==> src/rtl/xor_share_arbiter.sv <==
// xor_share_arbiter: round-robin time-sharing of one registered XOR datapath between NREQ requesters
// Ports: clk, rst (async, active-high); req[NREQ] level requests held until ack;
//   a_bus/b_bus packed operands (requester i at [i*WIDTH +: WIDTH]);
//   ack one-hot one-cycle completion; result = a^b of acked op; result_id = acked index;
//   busy high in EXEC and RESP.
// Optional: define XOR_SHARE_STATS_EN to add op_count[15:0], a wrapping count of completed ops.
module xor_share_arbiter #(
  parameter int NREQ  = 4,
  parameter int WIDTH = 8,
  parameter int IDW   = 2
) (
  input  logic                  clk,
  input  logic                  rst,
  input  logic [NREQ-1:0]       req,
  input  logic [NREQ*WIDTH-1:0] a_bus,
  input  logic [NREQ*WIDTH-1:0] b_bus,
`ifdef XOR_SHARE_STATS_EN
  output logic [15:0]           op_count,
`endif
  output logic [NREQ-1:0]       ack,
  output logic [WIDTH-1:0]      result,
  output logic [IDW-1:0]        result_id,
  output logic                  busy
);
  localparam logic [1:0] S_IDLE = 2'd0;
  localparam logic [1:0] S_EXEC = 2'd1;
  localparam logic [1:0] S_RESP = 2'd2;
  logic [1:0]       r_state;
  logic [IDW-1:0]   r_ptr;
  logic [IDW-1:0]   r_id;
  logic [WIDTH-1:0] r_a;
  logic [WIDTH-1:0] r_b;
  logic [NREQ-1:0]  r_ack;
  logic [WIDTH-1:0] r_result;
  logic [IDW-1:0]   r_result_id;
  logic             r_busy;
  logic [IDW:0]     w_j;
  logic [IDW-1:0]   w_win;
  logic [IDW-1:0]   w_ptr_nxt;
  logic [WIDTH-1:0] w_a;
  logic [WIDTH-1:0] w_b;
  logic [NREQ-1:0]  w_onehot;
  // Scan from the farthest offset down to rr_ptr so the closest set request wins last.
  always_comb begin
    w_win = '0;
    w_j = '0;
    for (int k = NREQ - 1; k >= 0; k--) begin
      w_j = {1'b0, r_ptr} + (IDW+1)'(k);
      w_j = (w_j >= (IDW+1)'(NREQ)) ? w_j - (IDW+1)'(NREQ) : w_j;
      w_win = req[w_j[IDW-1:0]] ? w_j[IDW-1:0] : w_win;
    end
  end
  assign w_ptr_nxt = (w_win == IDW'(NREQ - 1)) ? '0 : w_win + 1'b1;
  assign w_a = a_bus[int'(w_win)*WIDTH +: WIDTH];
  assign w_b = b_bus[int'(w_win)*WIDTH +: WIDTH];
  assign w_onehot = {{(NREQ-1){1'b0}}, 1'b1} << r_id;
  always_ff @(posedge clk or posedge rst) begin
    if (rst) begin
      r_state     <= S_IDLE;
      r_ptr       <= '0;
      r_id        <= '0;
      r_a         <= '0;
      r_b         <= '0;
      r_ack       <= '0;
      r_result    <= '0;
      r_result_id <= '0;
      r_busy      <= 1'b0;
    end else if (r_state == S_IDLE) begin
      if (|req) begin
        r_a     <= w_a;
        r_b     <= w_b;
        r_id    <= w_win;
        r_ptr   <= w_ptr_nxt;
        r_busy  <= 1'b1;
        r_state <= S_EXEC;
      end
    end else if (r_state == S_EXEC) begin
      r_result    <= r_a ^ r_b;
      r_result_id <= r_id;
      r_ack       <= w_onehot;
      r_state     <= S_RESP;
    end else begin
      r_ack   <= '0;
      r_busy  <= 1'b0;
      r_state <= S_IDLE;
    end
  end
`ifdef XOR_SHARE_STATS_EN
  logic [15:0] r_count;
  always_ff @(posedge clk or posedge rst) begin
    if (rst) r_count <= '0;
    else if (r_state == S_RESP) r_count <= r_count + 16'd1;
  end
  assign op_count = r_count;
`endif
  assign ack       = r_ack;
  assign result    = r_result;
  assign result_id = r_result_id;
  assign busy      = r_busy;
endmodule

==> config.mk <==
export PLATFORM = sky130hd
export DESIGN_NAME = xor_share_arbiter
export DESIGN_NICKNAME = d
export VERILOG_FILES = /design/src/rtl/xor_share_arbiter.sv
export SDC_FILE = /design/constraint.sdc
export NUM_CORES = 1
export LEC_CHECK = 0
export ABC_AREA = 1
export ABC_CLOCK_PERIOD_IN_PS = 1800
export CAP_MARGIN = 20
export CORE_UTILIZATION = 40
export DETAILED_ROUTE_END_ITERATION = 12
export GPL_TIMING_DRIVEN = 0
export PLACE_DENSITY = 0.75
export SLEW_MARGIN = 20
export SYNTH_ARGS = -nofsm -noshare
export SYNTH_HDL_FRONTEND = slang
export SYNTH_SLANG_ARGS = --single-unit
==> constraint.sdc <==
create_clock -name clk -period 1.8 [get_ports clk]
set_input_delay 0.36 -clock clk [delete_from_list [all_inputs] [get_ports clk]]
set_output_delay 0.36 -clock clk [all_outputs]
set_load 0.05 [all_outputs]
# [Word level (Yosys, flattened, before mapping)]
# Cells that the tools add are included.
# W data, S select, Z words.
[op_classes] reduce_logical=5 n_lt_le_gt_ge=8 muxes=24 n_eq_ne=4 bitwise=2 addsub=8 n_shift=3
[op_table] op="$shiftx A32 B6 Y8" count=2
[op_table] op="$mux W2" count=12
[op_table] op="$lt A2 B3 Y1 const B" count=4
[op_table] op="$ge A3 B3 Y1 const B" count=3
[op_table] op="$bmux W1 S2" count=4
[op_table] op="$sub A2 B1 Y2 const B" count=4
[op_table] op="$xor A8 B8 Y8" count=1
[op_table] op="$mux W1" count=7
[op_table] op="$add A2 B2 Y3 const B" count=2
[op_table] op="$reduce_and A2 Y1" count=3
[op_table] op="$mux W4" count=1
[op_table] op="$reduce_or A4 Y1" count=1
[op_table] op="$shl A1 B2 Y4 const A" count=1
[op_table] op="$add A2 B1 Y3 const B" count=1
[op_table] op="$ge A2 B3 Y1 const B" count=1
[op_table] op="$add A2 B1 Y2 const B" count=1
[op_table] op="$eq A2 B1 Y1 const B" count=1
[op_table] op="$eq A2 B2 Y1 const B" count=1
[op_table] op="$logic_not A2 Y1" count=1
[op_table] op="$ne A2 B1 Y1 const B" count=1
[op_table] op="$ne A2 B2 Y1 const B" count=1
[op_table] op="$not A1 Y1" count=1
[totals] inputBits=70 output_inout_bits=15 wordCells=63 regBits=37

# [Logic depth before layout (Yosys ltp)]
[logic_depth] depth_word=11 depth_mapped=15 ltp_nobuf=13

# [Worst setup path before layout]
# OpenSTA, ideal clock, no wires.
[synth_timing] path_type="register to register" startpoint="register r_ptr[0]" endpoint="register r_a[7]" stages_incl_launch_ff=12 setup_slack_ns=0.138 setup_time_ns=0.117 arrival_ns=1.545 period_less_slack_ns=1.662 required_time_ns=1.683 n_path_buf=2 path_cell_list="dfrtp_1 -> buf_4 -> nand2_1 -> o21ai_1 -> nand3b_2 -> o21ai_4 -> inv_4 -> buf_6 -> nand3_2 -> nand2_1 -> nand2_1 -> nand2_1"
[synth_between] elab_chain_len=10 word_cells_on_any_way=28 cone_classes="add/sub: 7; order compare: 4; shift: 1; mux: 16"
[synth_lines] item="start: declaration" line="29" rtl="logic [IDW-1:0] r_ptr;"
[synth_lines] item="start signal: assignment" line="73" rtl="r_ptr <= w_ptr_nxt;"
[synth_lines] item="$add A2 B2 Y3" line="48" rtl="w_j = {1'b0, r_ptr} + (IDW+1)'(k);"
[synth_lines] item="$ge A3 B3 Y1 or $sub A2 B1 Y2 (tied branches)" line="49" rtl="w_j = (w_j >= (IDW+1)'(NREQ)) ? w_j - (IDW+1)'(NREQ) : w_j;"
[synth_lines] item="$mux W2" line="49"
[synth_lines] item="$bmux W1 S2" line="50" rtl="w_win = req[w_j[IDW-1:0]] ? w_j[IDW-1:0] : w_win;"
[synth_lines] item="$mux W1 (implied by the code)" line="50"
[synth_lines] item="$mux W2 (3 in a row)" line="50"
[synth_lines] item="$mux W2 *" line="50"
[synth_lines] item="$shiftx A32 B6 Y8 *" line="54" rtl="assign w_a = a_bus[int'(w_win)*WIDTH +: WIDTH];"
[synth_lines] item="end signal: assignment" line="70" rtl="r_a <= w_a;"
[synth_lines] item="end: declaration" line="31" rtl="logic [WIDTH-1:0] r_a;"
# Every way passes the cells marked *; elsewhere a longest branch is shown, timed or not. The select of a mux whose other input is x is not followed.
# A chain may end at the register's enable or synchronous reset.

# [Final worst setup path]
[layout_timing] startpoint="register r_ptr[0]" endpoint="register r_b[0]"
[layout_between] elab_chain_len=10 word_cells_on_any_way=28 cone_classes="add/sub: 7; order compare: 4; shift: 1; mux: 16"
[layout_lines] item="$add A2 B2 Y3" line="48"
[layout_lines] item="$ge A3 B3 Y1 or $sub A2 B1 Y2 (tied branches)" line="49"
[layout_lines] item="$mux W2" line="49"
[layout_lines] item="$bmux W1 S2" line="50"
[layout_lines] item="$mux W1 (implied by the code)" line="50"
[layout_lines] item="$mux W2 (3 in a row)" line="50"
[layout_lines] item="$mux W2 *" line="50"
[layout_lines] item="$shiftx A32 B6 Y8 *" line="55" rtl="assign w_b = b_bus[int'(w_win)*WIDTH +: WIDTH];"
[layout_lines] item="end signal: assignment" line="71" rtl="r_b <= w_b;"
[layout_lines] item="end: declaration" line="32" rtl="logic [WIDTH-1:0] r_b;"
# Marks and branches as above.

==> impl_metrics.prom <==
# TYPE chip_impl_metric gauge
chip_impl_metric{name="synthArstFlopShare",unit=""} 1.00
chip_impl_metric{name="tightestPinTransition",unit="ps"} 722
chip_impl_metric{name="number_of_instances_in_the_synthesized_netlist",unit=""} 378
chip_impl_info{name="layout_commonest_cell",value="sky130_fd_sc_hd__nand2_1"} 1
chip_impl_info{name="worst_setup_path_startpoint",value="r_ptr[0]"} 1
chip_impl_metric{name="final.min_clock_period",unit="ps"} 1850
chip_impl_metric{name="route.detailed.vias_per_inst",unit=""} 4.77
chip_impl_metric{name="worst-r2r-cell-count",unit=""} 11
chip_impl_metric{name="first_global_vias",unit=""} 2546
chip_impl_metric{name="wl",unit="µm"} 6850
chip_impl_metric{name="finalHoldViolations",unit=""} 0
chip_impl_info{name="hold_class",value="register to register"} 1
chip_impl_metric{name="htree_levels",unit=""} 2
chip_impl_metric{name="cts-hold-fix-buffers",unit=""} 0
chip_impl_info{name="rsz0062_at_grt",value="true"} 1
chip_impl_metric{name="dr.pass1.iters",unit=""} 4
chip_impl_metric{name="grt.overflow.total",unit=""} 0
chip_impl_metric{name="final-setup-viol-count",unit=""} 12
chip_impl_metric{name="timing_max_transition_violations_final",unit=""} 0
chip_impl_metric{name="grt_first_pass_wirelength",unit="µm"} 11300
chip_impl_metric{name="max-cap-violations",unit=""} 0
chip_impl_metric{name="total_leakage_power",unit="nW"} 2.21
chip_impl_metric{name="number_of_register_bits_inferred_by_synthesis",unit=""} 37
chip_impl_metric{name="floorplan.initialDensity",unit=""} 0.418
chip_impl_metric{name="tritoncts.num_buffers",unit=""} 5
chip_impl_metric{name="first_iter_violations",unit=""} 120
chip_impl_metric{name="relSlewSlack",unit=""} 0.518
chip_impl_metric{name="regToRegSetupSlack",unit="ps"} -50
chip_impl_info{name="crit_slowest_cell",value="sky130_fd_sc_hd__dfrtp_1"} 1
chip_impl_metric{name="crit_required",unit="ps"} 1970
chip_impl_metric{name="dpl.hpwl",unit="µm"} 4820
chip_impl_metric{name="post_layout_nonfiller_instances",unit=""} 560
chip_impl_metric{name="die_area",unit="µm²"} 6580
chip_impl_metric{name="drc",unit=""} 0
chip_impl_metric{name="max_vdd_drop",unit="µV"} 1230
chip_impl_metric{name="ys_seq_area_frac",unit=""} 0.370
chip_impl_info{name="hold_end",value="result[4]"} 1
chip_impl_info{name="path_class",value="register to register"} 1
chip_impl_metric{name="syn_area",unit="µm²"} 2500
chip_impl_metric{name="achievable-frequency",unit="MHz"} 540
chip_impl_metric{name="critical_path_cell_count",unit=""} 11
chip_impl_metric{name="synthesis.yosys.warnings",unit=""} 0
chip_impl_info{name="critical_path.startpoint_type",value="register"} 1
chip_impl_metric{name="fp.dieW",unit="µm"} 81.1
chip_impl_metric{name="total_routing_usage_gr",unit=""} 0.222
chip_impl_info{name="clock_tree_from_tritoncts",value="done"} 1
chip_impl_metric{name="core",unit="µm²"} 5990
chip_impl_metric{name="path_buf_inv",unit=""} 3
chip_impl_info{name="critPathTopFamily",value="simple AND/OR/NAND/NOR gates"} 1
chip_impl_metric{name="num_rows",unit=""} 28
chip_impl_info{name="status",value="finished with violations"} 1
chip_impl_info{name="clk_root_buffer_cell",value="sky130_fd_sc_hd__clkbuf_8"} 1
chip_impl_metric{name="synthDistinctLibCells",unit=""} 27
chip_impl_metric{name="layout_worst_path_cycle_share",unit=""} 1.03
chip_impl_metric{name="grt_max_degree",unit=""} 38
chip_impl_info{name="worst_path_most_repeated_cell",value="sky130_fd_sc_hd__nand2_1"} 1
chip_impl_metric{name="place.detailed.instances",unit=""} 537
chip_impl_metric{name="area_growth",unit="%"} 57.2
chip_impl_metric{name="finalNetCount",unit=""} 555
chip_impl_metric{name="ant_nets",unit=""} 0
chip_impl_metric{name="cts_sinks",unit=""} 37
chip_impl_metric{name="die-height",unit="µm"} 81.1
chip_impl_metric{name="clkSlewWorstSetupHoldPaths",unit="ps"} 60
chip_impl_metric{name="wire_per_inst",unit="µm"} 12.2
chip_impl_metric{name="power-per-cell-area",unit="nW/µm²"} 2050
chip_impl_metric{name="clkLatencyLatePin",unit="ps"} 280
chip_impl_metric{name="globalplace.congestion",unit=""} 0.859
chip_impl_metric{name="skew",unit="ps"} 4.72
chip_impl_metric{name="cts_buffer_depth",unit=""} 2
chip_impl_metric{name="grt_antenna_before_repair",unit=""} 0
chip_impl_metric{name="avgSynthCellArea",unit="µm²"} 6.62
chip_impl_metric{name="synth-edff-count",unit=""} 0
chip_impl_metric{name="setup_ws",unit="ps"} -50.8
chip_impl_info{name="worst_r2r_startpoint",value="r_ptr[0]"} 1
chip_impl_metric{name="numPortBuffers",unit=""} 84
chip_impl_info{name="critPathCaptureType",value="register"} 1
chip_impl_metric{name="synth_fp_nets",unit=""} 448
chip_impl_info{name="regToRegEndpoint",value="r_b[0]"} 1
chip_impl_metric{name="worst_hold_slack",unit="ps"} 477
chip_impl_metric{name="crit_arrival",unit="ps"} 2030
chip_impl_info{name="cp_cell_sequence",value="buf_6 -> nand2_1 -> o21ai_4 -> and3b_2 -> o21ai_4 -> inv_4 -> buf_4 -> nand3_1 -> nand2_2 -> nand2_1 -> nand2_1"} 1
chip_impl_info{name="layout_common_cells",value="112 x sky130_fd_sc_hd__nand2_1, 72 x sky130_fd_sc_hd__inv_1, 65 x sky130_fd_sc_hd__clkdlybuf4s50_1, 47 x sky130_fd_sc_hd__nand3_1, 36 x sky130_fd_sc_hd__dfrtp_1"} 1
chip_impl_metric{name="routed-via-count",unit=""} 2669
chip_impl_metric{name="ios",unit=""} 85
chip_impl_info{name="violations_in_the_final_reports",value="negative setup slack"} 1
chip_impl_metric{name="drive_above_1_share",unit=""} 0.202
chip_impl_metric{name="whs_path_depth",unit=""} 2
chip_impl_info{name="hold_start",value="result[4]"} 1
chip_impl_metric{name="timing.critical_path.slowest_cell_delay",unit="ps"} 400
chip_impl_metric{name="antenna_cells_inserted",unit=""} 0
chip_impl_info{name="synthFlopType",value="sky130_fd_sc_hd__dfrtp_1"} 1
chip_impl_metric{name="critical_path_peak_fanout",unit=""} 6
==> cell usage after synthesis (2+ instances only) <==
| cell type | n | share of area |
|---|---|---|
| sky130_fd_sc_hd__nand2_1 | 133 | 0.20 |
| sky130_fd_sc_hd__inv_1 | 75 | 0.11 |
| sky130_fd_sc_hd__nand3_1 | 58 | 0.12 |
| sky130_fd_sc_hd__dfrtp_1 | 37 | 0.37 |
| sky130_fd_sc_hd__o21ai_0 | 13 | 0.026 |
| sky130_fd_sc_hd__nand3_2 | 11 | 0.044 |
| sky130_fd_sc_hd__xnor2_1 | 8 | 0.028 |
| sky130_fd_sc_hd__nor2_1 | 7 | 0.010 |
| sky130_fd_sc_hd__buf_2 | 6 | 0.012 |
| sky130_fd_sc_hd__buf_4 | 5 | 0.015 |
| sky130_fd_sc_hd__clkbuf_1 | 4 | 0.0060 |
| sky130_fd_sc_hd__o21ai_1 | 3 | 0.0060 |
| sky130_fd_sc_hd__clkinv_1 | 2 | 0.0030 |
| sky130_fd_sc_hd__inv_2 | 2 | 0.0030 |
| sky130_fd_sc_hd__nand2_2 | 2 | 0.0050 |
==> worst min-delay path, cell delays in order (launching register included) <==
cell	delay, ps
sky130_fd_sc_hd__dfrtp_1	340
sky130_fd_sc_hd__nand2_1	50
sky130_fd_sc_hd__o21ai_0	60
==> power breakdown <==
group	switching (mW)	leakage [nW]	internal [mW]
clock	0.261	0.0443	0.303
combinational	3.50	1.71	2.51
sequential	0.253	0.458	1.26
total	4.01	2.21	4.07
==> metrics by stage <==
stage,TNS [ps],worst slack [ps],total power [mW],cell area (µm²),util
2_1_floorplan,0,138,4.88,2500,-
3_3_place_gp,-12740,-430,6.00,3440,0.574
3_5_place_dp,-8510,-453,6.07,3440,0.574
4_1_cts,-6.68,-4.59,7.73,3810,0.636
5_1_grt,-1930,-138,8.73,3940,0.657
6_report,-267,-50.8,8.08,3940,0.657
==> flip-flops by register name (all words and copies together), names as in the netlist <==
signal / flops
r_a: 8
r_b: 8
result: 8
ack: 4
r_id: 2
r_ptr: 2
r_state: 2
result_id: 2
busy: 1
==> layer usage <==
metal | vias to the layer above | routed length [µm] | global-route usage
li1 | 1364 | - | -
met5 | - | 0 | 0
met2 | 112 | 3360 | 0.364
met3 | 11 | 441 | 0.0472
met1 | 1182 | 2940 | 0.286
met4 | 0 | 114 | 0.0857
==> final cells by class <==
cell class | count | area (µm²)
sequential | 37 | 927
tap | 75 | 93.8
timing repair buffer | 100 | 1010
inverter | 80 | 307
multi-input combinational | 245 | 1350
fill | 508 | 2060
clock buffer | 7 | 86.3
buffer | 16 | 156
==> cells by family after synthesis <==
family / Yosys count / synth area share
XOR/XNOR: 8 / 0.0280
buffers and inverters: 96 / 0.158
AND/OR/NAND/NOR: 215 / 0.390
flip-flops: 37 / 0.370
AO/OA/AOI/OAI: 22 / 0.0540
==> repair_timing <==
action / 4_1_cts / 5_1_grt
setup buffers: 11 / 1
resized for setup: 62 / 37
endpoints found under the setup margin: 25 / 31
pin swaps: 17 / 10
gates cloned: 4 / 0
==> how the worst max path moves through the flow <==
stage / endpoint / slack, ps
6_report: r_b[0] / -50
3_5_place_dp: r_a[5] / -450
2_1_floorplan: r_a[7] / 140
3_3_place_gp: r_a[5] / -430
5_1_grt: r_a[4] / -140
4_1_cts: r_b[0] / -5
No activity file was read; power rests on OpenSTA's default activity.
